**src/rtl/conv_layer_sequencer.sv**
```systemverilog
// Multi-layer scheduler for the conv2d accelerator: copies per-layer descriptors
// into the control BRAM, arms the start bit, polls done and advances layers.
module conv_layer_sequencer #(
    parameter int TIMEOUT_W = 20
) (
    input  logic        i_clk,
    input  logic        i_rst,
    input  logic        i_run,
    input  logic        i_abort,
    input  logic [4:0]  i_num_layers,
    output logic [7:0]  o_desc_addr,
    input  logic [31:0] i_desc_data,
    output logic [3:0]  o_ctrl_addr,
    output logic        o_ctrl_we,
    output logic [31:0] o_ctrl_data,
    input  logic [31:0] i_ctrl_data,
    output logic        o_busy,
    output logic        o_done,
    output logic        o_err,
    output logic [3:0]  o_cur_layer
);

    typedef enum logic [2:0] {
        S_IDLE, S_LOAD, S_ARM, S_WAIT, S_CLEAR, S_NEXT, S_ABORT
    } state_t;

    state_t               state_q, state_d;
    logic [3:0]           layer_q, layer_d;
    logic [3:0]           cnt_q, cnt_d;
    logic [4:0]           num_q, num_d;
    logic [TIMEOUT_W-1:0] wdog_q, wdog_d;
    logic                 err_q, err_d;
    logic                 zero_done_q, zero_done_d;

    logic       abort_hit;
    logic       wait_done;
    logic       wait_timeout;
    logic       last_layer;
    logic [2:0] flags;
    logic       ctrl_rd_unused;

    assign abort_hit    = i_abort && (state_q != S_IDLE);
    assign flags        = i_desc_data[2:0];
    // The first WAIT cycle still carries the read issued before the start write.
    assign wait_done    = (wdog_q != '0) && i_ctrl_data[1];
    assign wait_timeout = &wdog_q;
    assign last_layer   = (({1'b0, layer_q} + 5'd1) == num_q);
    assign ctrl_rd_unused = ^{i_ctrl_data[31:2], i_ctrl_data[0]};

    always_ff @(posedge i_clk or negedge i_rst) begin
        if (!i_rst) begin
            state_q     <= S_IDLE;
            layer_q     <= 4'd0;
            cnt_q       <= 4'd0;
            num_q       <= 5'd0;
            wdog_q      <= '0;
            err_q       <= 1'b0;
            zero_done_q <= 1'b0;
        end else begin
            state_q     <= state_d;
            layer_q     <= layer_d;
            cnt_q       <= cnt_d;
            num_q       <= num_d;
            wdog_q      <= wdog_d;
            err_q       <= err_d;
            zero_done_q <= zero_done_d;
        end
    end

    always_comb begin
        state_d     = state_q;
        layer_d     = layer_q;
        cnt_d       = cnt_q;
        num_d       = num_q;
        wdog_d      = wdog_q;
        err_d       = err_q;
        zero_done_d = 1'b0;
        if (abort_hit) begin
            state_d = S_ABORT;
        end else begin
            case (state_q)
                S_IDLE: begin
                    if (i_run) begin
                        err_d   = 1'b0;
                        layer_d = 4'd0;
                        cnt_d   = 4'd0;
                        num_d   = (i_num_layers > 5'd16) ? 5'd16 : i_num_layers;
                        if (i_num_layers == 5'd0) begin
                            zero_done_d = 1'b1;
                        end else begin
                            state_d = S_LOAD;
                        end
                    end
                end
                S_LOAD: begin
                    cnt_d = cnt_q + 4'd1;
                    if (cnt_q == 4'd11) begin
                        state_d = S_ARM;
                    end
                end
                S_ARM: begin
                    wdog_d  = '0;
                    state_d = (flags == 3'd0) ? S_NEXT : S_WAIT;
                end
                S_WAIT: begin
                    wdog_d = wdog_q + 1'b1;
                    if (wait_done) begin
                        state_d = S_CLEAR;
                    end else if (wait_timeout) begin
                        err_d   = 1'b1;
                        state_d = S_IDLE;
                    end
                end
                S_CLEAR: state_d = S_NEXT;
                S_NEXT: begin
                    if (last_layer) begin
                        state_d = S_IDLE;
                    end else begin
                        layer_d = layer_q + 4'd1;
                        cnt_d   = 4'd0;
                        state_d = S_LOAD;
                    end
                end
                S_ABORT: state_d = S_IDLE;
                default: state_d = S_IDLE;
            endcase
        end
    end

    // An abort suppresses every write and done pulse of its own cycle.
    always_comb begin
        o_desc_addr = 8'd0;
        o_ctrl_addr = 4'd0;
        o_ctrl_we   = 1'b0;
        o_ctrl_data = 32'd0;
        o_done      = zero_done_q;
        case (state_q)
            S_LOAD: begin
                o_desc_addr = {layer_q, cnt_q};
                o_ctrl_addr = cnt_q + 4'd1;
                o_ctrl_we   = (cnt_q != 4'd0) && !abort_hit;
                o_ctrl_data = i_desc_data;
            end
            S_ARM: begin
                o_desc_addr = {layer_q, 4'd11};
                o_ctrl_we   = (flags != 3'd0) && !abort_hit;
                o_ctrl_data = {23'd0, layer_q, flags, 1'b0, 1'b1};
            end
            S_WAIT: begin
                if (!abort_hit && !wait_done && wait_timeout) begin
                    o_ctrl_we = 1'b1;
                    o_done    = 1'b1;
                end
            end
            S_CLEAR: o_ctrl_we = !abort_hit;
            S_NEXT:  o_done    = last_layer && !abort_hit;
            S_ABORT: o_ctrl_we = 1'b1;
            default: ;
        endcase
    end

    assign o_busy      = (state_q != S_IDLE);
    assign o_err       = err_q;
    assign o_cur_layer = layer_q;

endmodule

```
**config.mk**
```make
export PLATFORM = sky130hd
export DESIGN_NAME = conv_layer_sequencer
export DESIGN_NICKNAME = d
export VERILOG_FILES = /design/src/rtl/conv_layer_sequencer.sv
export SDC_FILE = /design/constraint.sdc
export NUM_CORES = 1
export LEC_CHECK = 0
export ABC_AREA = 1
export BUFFER_PORTS_ARGS = -buffer_cell sky130_fd_sc_hd__buf_2
export CORE_MARGIN = 2
export CORE_UTILIZATION = 44
export DETAILED_ROUTE_END_ITERATION = 8
export GPL_TIMING_DRIVEN = 0
export PLACE_DENSITY = 0.76
export SYNTH_ARGS = -nofsm -noshare
export SYNTH_HDL_FRONTEND = slang
export SYNTH_SLANG_ARGS = --single-unit
```
**constraint.sdc**
```tcl
create_clock -name i_clk -period 2.4 [get_ports i_clk]
set_input_delay 0 -clock i_clk [delete_from_list [all_inputs] [get_ports i_clk]]
set_output_delay 0 -clock i_clk [all_outputs]
set_load 0.05 [all_outputs]
```
## Yosys cells after proc, flatten, opt, wreduce, memory -nomap -nowiden

Cells that the tools add are included.

| cells by class | value |
|---|---|
| $lt $le $gt $ge | 1 |
| equal/unequal tests | 16 |
| multiplexer cells | 31 |
| reductions and logical operators | 27 |
| $add $sub $neg | 4 |
| bitwise gates (word level) | 1 |

Operators by type and width:

| cell | number |
|---|---|
| $pmux W32 S2 | 1 |
| $pmux W20 S2 | 1 |
| $mux W3 | 7 |
| $add A20 B1 Y20 const B | 1 |
| $reduce_and A20 Y1 | 1 |
| $reduce_bool A20 Y1 | 1 |
| $pmux W3 S6 | 1 |
| $mux W4 | 4 |
| $pmux W8 S2 | 1 |
| $pmux W4 S3 | 1 |
| $reduce_and A4 Y1 | 3 |
| $mux W1 | 10 |
| $eq A3 B3 Y1 const B | 3 |
| $ne A3 B3 Y1 const B | 3 |
| $reduce_bool A3 Y1 | 3 |
| $add A4 B1 Y4 const B | 2 |
| $ne A2 B2 Y1 const B | 4 |
| $pmux W4 S2 | 1 |
| $logic_and A1 B1 Y1 | 7 |
| $eq A3 B2 Y1 const B | 2 |
| $logic_not A3 Y1 | 2 |
| $reduce_bool A2 Y1 | 3 |
| $add A4 B1 Y5 const B | 1 |
| $eq A5 B5 Y1 | 1 |
| 14 further kinds | 16 |

| word-level totals | value |
|---|---|
| output and inout port bits | 52 |
| word-level logic and storage cells | 87 |
| register bits after elaboration | 38 |

## Longest topological paths before layout

Gate-level depths: netlist of the first run.

| logic depth | value |
|---|---|
| depth after elaboration | 7 |
| depth in mapped cells | 12 |
| depth with buffers taken out | 12 |

## Worst setup path before layout of the first run

Ideal clock, no wire load.

| timing | value |
|---|---|
| path kind | reg2reg |
| start point | register cnt_q[0] |
| end point | register cnt_q[2] |
| arrival | 1.926 ns |
| cell stages (with the launch flop) | 6 |
| clock period less this slack | 2.008 ns |
| setup slack | 0.392 ns |
| library setup time | 0.083 ns |
| cell sequence | dfrtp_1 -> ha_1 -> or2_2 -> a21oi_1 -> inv_1 -> o21ai_0 |

| between the ends | value |
|---|---|
| longest elaborated chain between the ends | 2 |

RTL lines:

| item | line | source |
|---|---|---|
| from (decl) | 29 | `logic [3:0] cnt_q, cnt_d;` |
| from (signal assigned) | 62 | `cnt_q <= cnt_d;` |
| $add A4 B1 Y4 | 96 | `cnt_d = cnt_q + 4'd1;` |
| $pmux W4 S3 | 81 | `case (state_q)` |

No other way between the ends.
A chain may end at the register's enable or synchronous reset.

## Worst setup path in the final report of the first run

| timing | value |
|---|---|
| start point | register layer_q[0], in the netlist o_cur_layer[0] |
| end point | output o_done |

| between the ends | value |
|---|---|
| longest elaborated chain between the ends | 4 |

RTL lines:

| item | line | source |
|---|---|---|
| from (decl) | 28 | `logic [3:0] layer_q, layer_d;` |
| from (signal assigned) | 61 | `layer_q <= layer_d;` |
| $add A4 B1 Y5 | 47 | `assign last_layer = (({1'b0, layer_q} + 5'd1) == num_q);` |
| $eq A5 B5 Y1 | 47 |  |
| $logic_and A1 B1 Y1 | 156 | `S_NEXT: o_done = last_layer && !abort_hit;` |
| $pmux W1 S2 | 137 | `case (state_q)` |
| to (decl) | 18 | `output logic o_done,` |

No other way between the ends.

==> results of run 1 <==
==> sequential cells by signal, summed over array words and instances (netlist names) <==
signal and count:
wdog_q 20, state_q 3, zero_done_q 1, o_err 1, num_q 5, o_cur_layer 4, cnt_q 4
==> critical path: cells and delay by family, from the launching register on <==
| family | cells | cell delay, ps |
|---|---|---|
| buf+inv | 1 | 260 |
| xor+xnor | 1 | 170 |
| fa+ha+maj | 1 | 380 |
| flops | 1 | 480 |
| simple gates | 4 | 510 |
==> routing by layer <==
| layer | track usage [%] | vias to the layer above | share of wire, % |
|---|---|---|---|
| met3 | 3.478 | 6 | 5.4 |
| met4 | 4.918 | 0 | 0.79 |
| li1 | - | 1530 | - |
| met5 | 0 | - | 0 |
| met2 | 40.16 | 107 | 49 |
| met1 | 26.67 | 1303 | 45 |
==> cells in the final DEF (no fill, tap or decap), types with 2 or more instances in the layout <==
cell type / instances
nor2_1: 67
nor2_2: 5
dlygate4sd3_1: 5
nand2_2: 3
nand3_2: 3
o21a_1: 2
dfrtp_1: 38
nand3_1: 31
clkbuf_1: 4
o21ai_1: 9
o31ai_1: 3
nand4_1: 11
inv_2: 7
a21oi_1: 12
o21ai_0: 27
nor2_4: 2
clkbuf_8: 6
ha_1: 5
inv_1: 78
xor2_1: 2
buf_2: 96
nand2_1: 84
o22ai_1: 3
nor3_1: 8
a211oi_1: 2
clkinv_1: 3
==> metrics by stage <==
| step | cell area [um2] | instances | hold WS, ps | worst slack [ps] | utilization [%] |
|---|---|---|---|---|---|
| 3_3_place_gp | 3276 | 589 | 149.3 | 588.4 | 55.00 |
| 2_1_floorplan | 2716 | 421 | -295.6 | 391.8 | - |
| 4_1_cts | 3408 | 600 | 0.07383 | 310.9 | 57.23 |
| 5_1_grt | 3408 | 600 | 22.08 | 97.00 | 57.23 |
| 6_report | 3408 | 600 | 8.993 | 316.3 | 57.23 |
| 3_5_place_dp | 3276 | 589 | 164.9 | 568.6 | 55.00 |
==> final timing paths <==
| kind | end | cells after the start |
|---|---|---|
| worst max-delay path | o_done | 7 |
| worst min-delay path | state_q[2] | 3 |
| worst max register to register | o_cur_layer[2] | 8 |
| worst min register to register | o_err | 2 |
| max in group asynchronous | o_err | 2 |
| min in group asynchronous | wdog_q[7] | 2 |
==> cell type report <==
type	instances	share of cell area [%]
Timing Repair Buffer	98	15.12
Buffer	7	0.8811
Tap cell	75	2.753
Inverter	88	9.692
Clock buffer	6	2.423
Sequential cell	38	27.90
Multi-Input combinational cell	288	41.23
==> power by group through the flow <==
stage	clock network, W	registers (W)	logic (W)
CTS	0.000442	0.000910	0.00175
global placement	0	0.000917	0.00171
detailed placement	0	0.000919	0.00173
global route	0.000467	0.000928	0.00193
floorplan	0	0.000921	0.00132
finish	0.000437	0.000912	0.00175
==> logic make-up after synthesis <==
logic type	count (synthesis)	synth area share, %
simple gates	219	36.11
flops	38	35.01
buf+inv	95	13.27
compound gates	61	12.34
fa+ha+maj	5	2.303
xor+xnor	3	0.9675
==> impl_metrics.json, run 1 <==
{
  "grt_max_degree": 39,
  "path_cells": "ha_1, xnor2_1, nand3_1, nor2_1, nand4_1, nand3_1, buf_2",
  "hold_viol": 0,
  "synth.largest_area_cell": "dfrtp_1",
  "cp_slowest_cell": "dfrtp_1",
  "clkSlewWorstSetupHoldPaths_ps": 70,
  "rsz0062_at_grt": "no",
  "fin_crit_sh_pct": 86.82,
  "hold_class": "input port to flip-flop",
  "grt_pass1_wl_um": 11780,
  "ir_drop_mv": 0.6422,
  "clk_latency_ps": 290,
  "area.sequential_um2": 950.9,
  "ant_nets": 0,
  "area_delta_synth_final_pct": 25.47,
  "globalplace.congestion": 0.9210,
  "fmax_ghz": 0.4799,
  "finalWirelength_um": 6965,
  "yosysUniqueCellTypes": 33,
  "diodes": 0,
  "yosys_register_bits": 38,
  "cp_common_cell": "nand3_1",
  "cp.arrival_ps": 2080,
  "p_clk_share_pct": 14.1,
  "grt_use_total_pct": 21.83,
  "layout-drive-gt1-share_pct": 23.81,
  "synthTopCellsByArea": "dfrtp_1 (35%), nand2_1 (12%), inv_1 (11%)",
  "drc": 0,
  "rr_startpoint": "o_cur_layer[0]",
  "synth-main-ff-cell": "dfrtp_1",
  "rows": 28,
  "cpPeakStageDelay_ps": 480,
  "post_cts_resized": 0,
  "port_buffers": 93,
  "switching_share_pct": 53.47,
  "clockBufferDepth": 2,
  "syn-instance-count": 421,
  "nFillCells": 580,
  "viasPerCell": 4.910,
  "start_util_pct": 45.61,
  "start_kind": "flip-flop",
  "hold_buffers": 5,
  "synthArstFlopShare_pct": 100.0,
  "syn-cell-area_um2": 2716,
  "wl_per_cell_um": 11.61,
  "pin_count": 125,
  "hp-start": "i_ctrl_data[1]",
  "worst-path-max-fanout": 8,
  "dp_hpwl_um": 5373,
  "switching_power_w": 0.001659,
  "slew_viol_final": 0,
  "post_cts_buffers": 0,
  "min_period_ps": 2084,
  "synth-edff-count": 0,
  "die_w_um": 82.57,
  "final_nets": 604,
  "synth_common_cells": "nand2_1 (84), inv_1 (78), nor2_1 (67)",
  "status": "completed",
  "cts_sinks": 38,
  "antenna_found_initial": 0,
  "power_w": 0.003103,
  "end_kind": "output pin",
  "relSlewSlack_pct": 43.19,
  "combPwrFrac_pct": 56.5,
  "tightest_slew_ps": 852.1,
  "multiInputGateArea_um2": 1405,
  "first_iter_violations": 129,
  "syn_nets": 499,
  "crit_path_start": "o_cur_layer[0]",
  "ys_seq_area_share_pct": 35.01,
  "cts_tree": "done",
  "first_pass_iters": 4,
  "yosysWarnings": 0,
  "die_area_um2": 6818,
  "overflow": 0,
  "avgSynthCellArea_um2": 6.452,
  "grt_pass1_vias": 2745,
  "vias": 2946,
  "coreArea_um2": 5956,
  "r2r_setup_slack_ps": 510,
  "fin_setup_tns_ps": 0,
  "h-tree-depth": 2,
  "power_leakage_nw": 1.922,
  "power_density_nw_per_um2": 910.4,
  "crit_type": "flip-flop to output pin",
  "maxCapViolations": 0,
  "die_y_um": 82.57,
  "yosysMostFrequentCell": "nand2_1",
  "p_int_w": 0.001444,
  "setup_viol": 0,
  "cts-buffers-inserted": 5,
  "required_ps": 2400,
  "synth_top_cell_area_share_pct": 35.01,
  "cts_root_buffer": "clkbuf_8",
  "fin_skew_ps": 8.650,
  "p_seq_share_pct": 29.4
}
(Power assumes the default switching activity.)
==> run 2, diff against run 1 <==
CORE_ASPECT_RATIO = 0.75   (was default)
CORE_UTILIZATION = 51   (was 44)
PLACE_DENSITY = 0.86   (was 0.76)
==> run 2 against run 1 <==
Critical path depth increased by 1. Clock power decreased by 6.6%. Clock skew decreased by 0.70 ps. Cell area decreased by 0.51%. Register-to-register slack about the same. Setup slack got worse by 11 ps. Via count increased by 2.4%. Global-route usage increased by 2.4 points. Sequential power decreased by 0.5%. Highest routed layer unchanged.
==> impl_metrics.json, run 2 (synthesized netlist as in run 1, its figures left out) <==
{
  "status": "completed",
  "rsz0062_at_grt": "no",
  "globalplace.congestion": 0.8906,
  "die_area_um2": 5932,
  "start_util_pct": 54.22,
  "fin_setup_tns_ps": 0,
  "cts_tree": "done",
  "layout-drive-gt1-share_pct": 24.00,
  "required_ps": 2400,
  "m1WireLength_um": 3308,
  "clk_latency_ps": 280,
  "finalWirelength_um": 7238,
  "grt_pass1_vias": 2598,
  "pin_count": 125,
  "clockBufferDepth": 2,
  "first_pass_iters": 6,
  "cp_slowest_cell": "dfrtp_1",
  "clkSlewWorstSetupHoldPaths_ps": 70,
  "top_layer": "met4",
  "most-common-layout-cells": "buf_2 (96), nand2_1 (84), inv_1 (78)",
  "ant_nets": 0,
  "hold_class": "input port to flip-flop",
  "relSlewSlack_pct": 43.45,
  "r2r-end": "cnt_q[0]",
  "start_kind": "flip-flop",
  "top_regs": "wdog_q: 20 flops, num_q: 5 flops",
  "post_cts_resized": 0,
  "crit_end": "o_done",
  "cp_common_cell": "nand3_1",
  "hold_viol": 0,
  "wl_met2_um": 3301,
  "viasPerCell": 5.055,
  "dp_hpwl_um": 5648,
  "r2r_setup_slack_ps": 520,
  "maxCapViolations": 0,
  "fin_skew_ps": 7.953,
  "min_period_ps": 2094,
  "cts_root_buffer": "clkbuf_8",
  "power_density_nw_per_um2": 908.1,
  "power_leakage_nw": 1.918,
  "end_kind": "output pin",
  "antenna_found_initial": 0,
  "wl_met3_um": 564,
  "largest_reg_flops": 20,
  "diodes": 0,
  "setup_viol": 0,
  "cp.arrival_ps": 2090,
  "h-tree-depth": 2,
  "grt_max_degree": 39,
  "cts-buffers-inserted": 5,
  "power_w": 0.003079,
  "top_register": "wdog_q",
  "first_iter_violations": 237,
  "wl_per_cell_um": 12.12,
  "cts_sinks": 38,
  "tightest_slew_ps": 848.3,
  "reg2reg_depth": 9,
  "ir_drop_mv": 0.4183,
  "port_buffers": 93,
  "coreArea_um2": 5010,
  "crit_path_start": "o_cur_layer[0]",
  "overflow": 0,
  "cpPeakStageDelay_ps": 500,
  "rr_startpoint": "o_cur_layer[0]",
  "vias": 3018,
  "area_delta_synth_final_pct": 24.83,
  "crit_type": "flip-flop to output pin",
  "die_y_um": 67.21,
  "die_w_um": 88.27,
  "mostFrequentLayoutCell": "buf_2",
  "final_nets": 603,
  "fmax_ghz": 0.4775,
  "grt_pass1_wl_um": 11430,
  "worst-path-max-fanout": 8,
  "grt_use_total_pct": 24.26,
  "path_cells": "ha_1, nand2_1, o21ai_0, nand3_1, nor2_1, nand4_1, nand3_1, buf_2",
  "slew_viol_final": 0,
  "fin_crit_sh_pct": 87.26,
  "rows": 22,
  "drc": 0
}
run 2: cell count changes in the layout (fill, tap and decap cells not counted):
cell and delta:
dlygate4sd3_1 -1, clkbuf_8 -1, clkinv_2 +2
run 2: worst max-delay path, delay by kind of cell (launching register included):
kind / cells / cell delay [ps]
buffers and inverters: 1 / 270
AO/OA/AOI/OAI: 1 / 170
AND/OR/NAND/NOR: 5 / 620
adder cells (fa/ha/maj): 1 / 240
flip-flops: 1 / 500
run 2: per-layer routing:
metal	GRT usage (%)	vias up
li1	-	1534
met5	0	-
met4	5.492	0
met3	4.645	9
met2	37.31	113
met1	35.62	1362
run 2: what timing repair did:
action	CTS	global route
setup buffers	0	0
hold endpoints to repair	41	0
hold buffers	4	0
run 2: final cells by class:
type | instances | area [um2]
buffer | 7 | 30.03
clock buffer | 5 | 68.82
clock inverter | 2 | 10.01
fill | 459 | 1619
inverter | 88 | 330.3
multi-input combinational | 288 | 1405
sequential | 38 | 950.9
tap | 72 | 90.09
timing repair buffer | 97 | 505.5
run 2: how the worst min path moves through the flow:
stage / startpoint / endpoint / slack, ps / depth (start not counted)
after floorplan: i_rst / cnt_q[0] / -300 / 0
after global placement: i_rst / wdog_q[12] / 150 / 1
after detailed placement: i_rst / wdog_q[13] / 160 / 1
after CTS: i_num_layers[3] / num_q[3] / 5 / 3
after global routing: i_num_layers[3] / num_q[3] / 20 / 3
final: i_num_layers[3] / num_q[3] / 20 / 3
run 2: power breakdown:
part           internal [W]  total, W  switching, W  leakage [nW]
Combinational      0.000450   0.00176       0.00131          1.36
Sequential         0.000772  0.000907      0.000136         0.515
Clock              0.000195  0.000408      0.000214        0.0438
run 2: through the flow:
step / cells / hold slack, ps / instance area (um2) / utilization (%) / setup WS (ps)
final: 597 / 16.25 / 3391 / 67.68 / 305.7
after global routing: 597 / 19.12 / 3391 / 67.68 / 158.3
after CTS: 597 / 5.344 / 3391 / 67.68 / 328.6
after detailed placement: 586 / 162.9 / 3272 / 65.31 / 577.4
after global placement: 586 / 150.4 / 3272 / 65.31 / 603.7
after floorplan: 421 / -295.6 / 2716 / - / 391.8
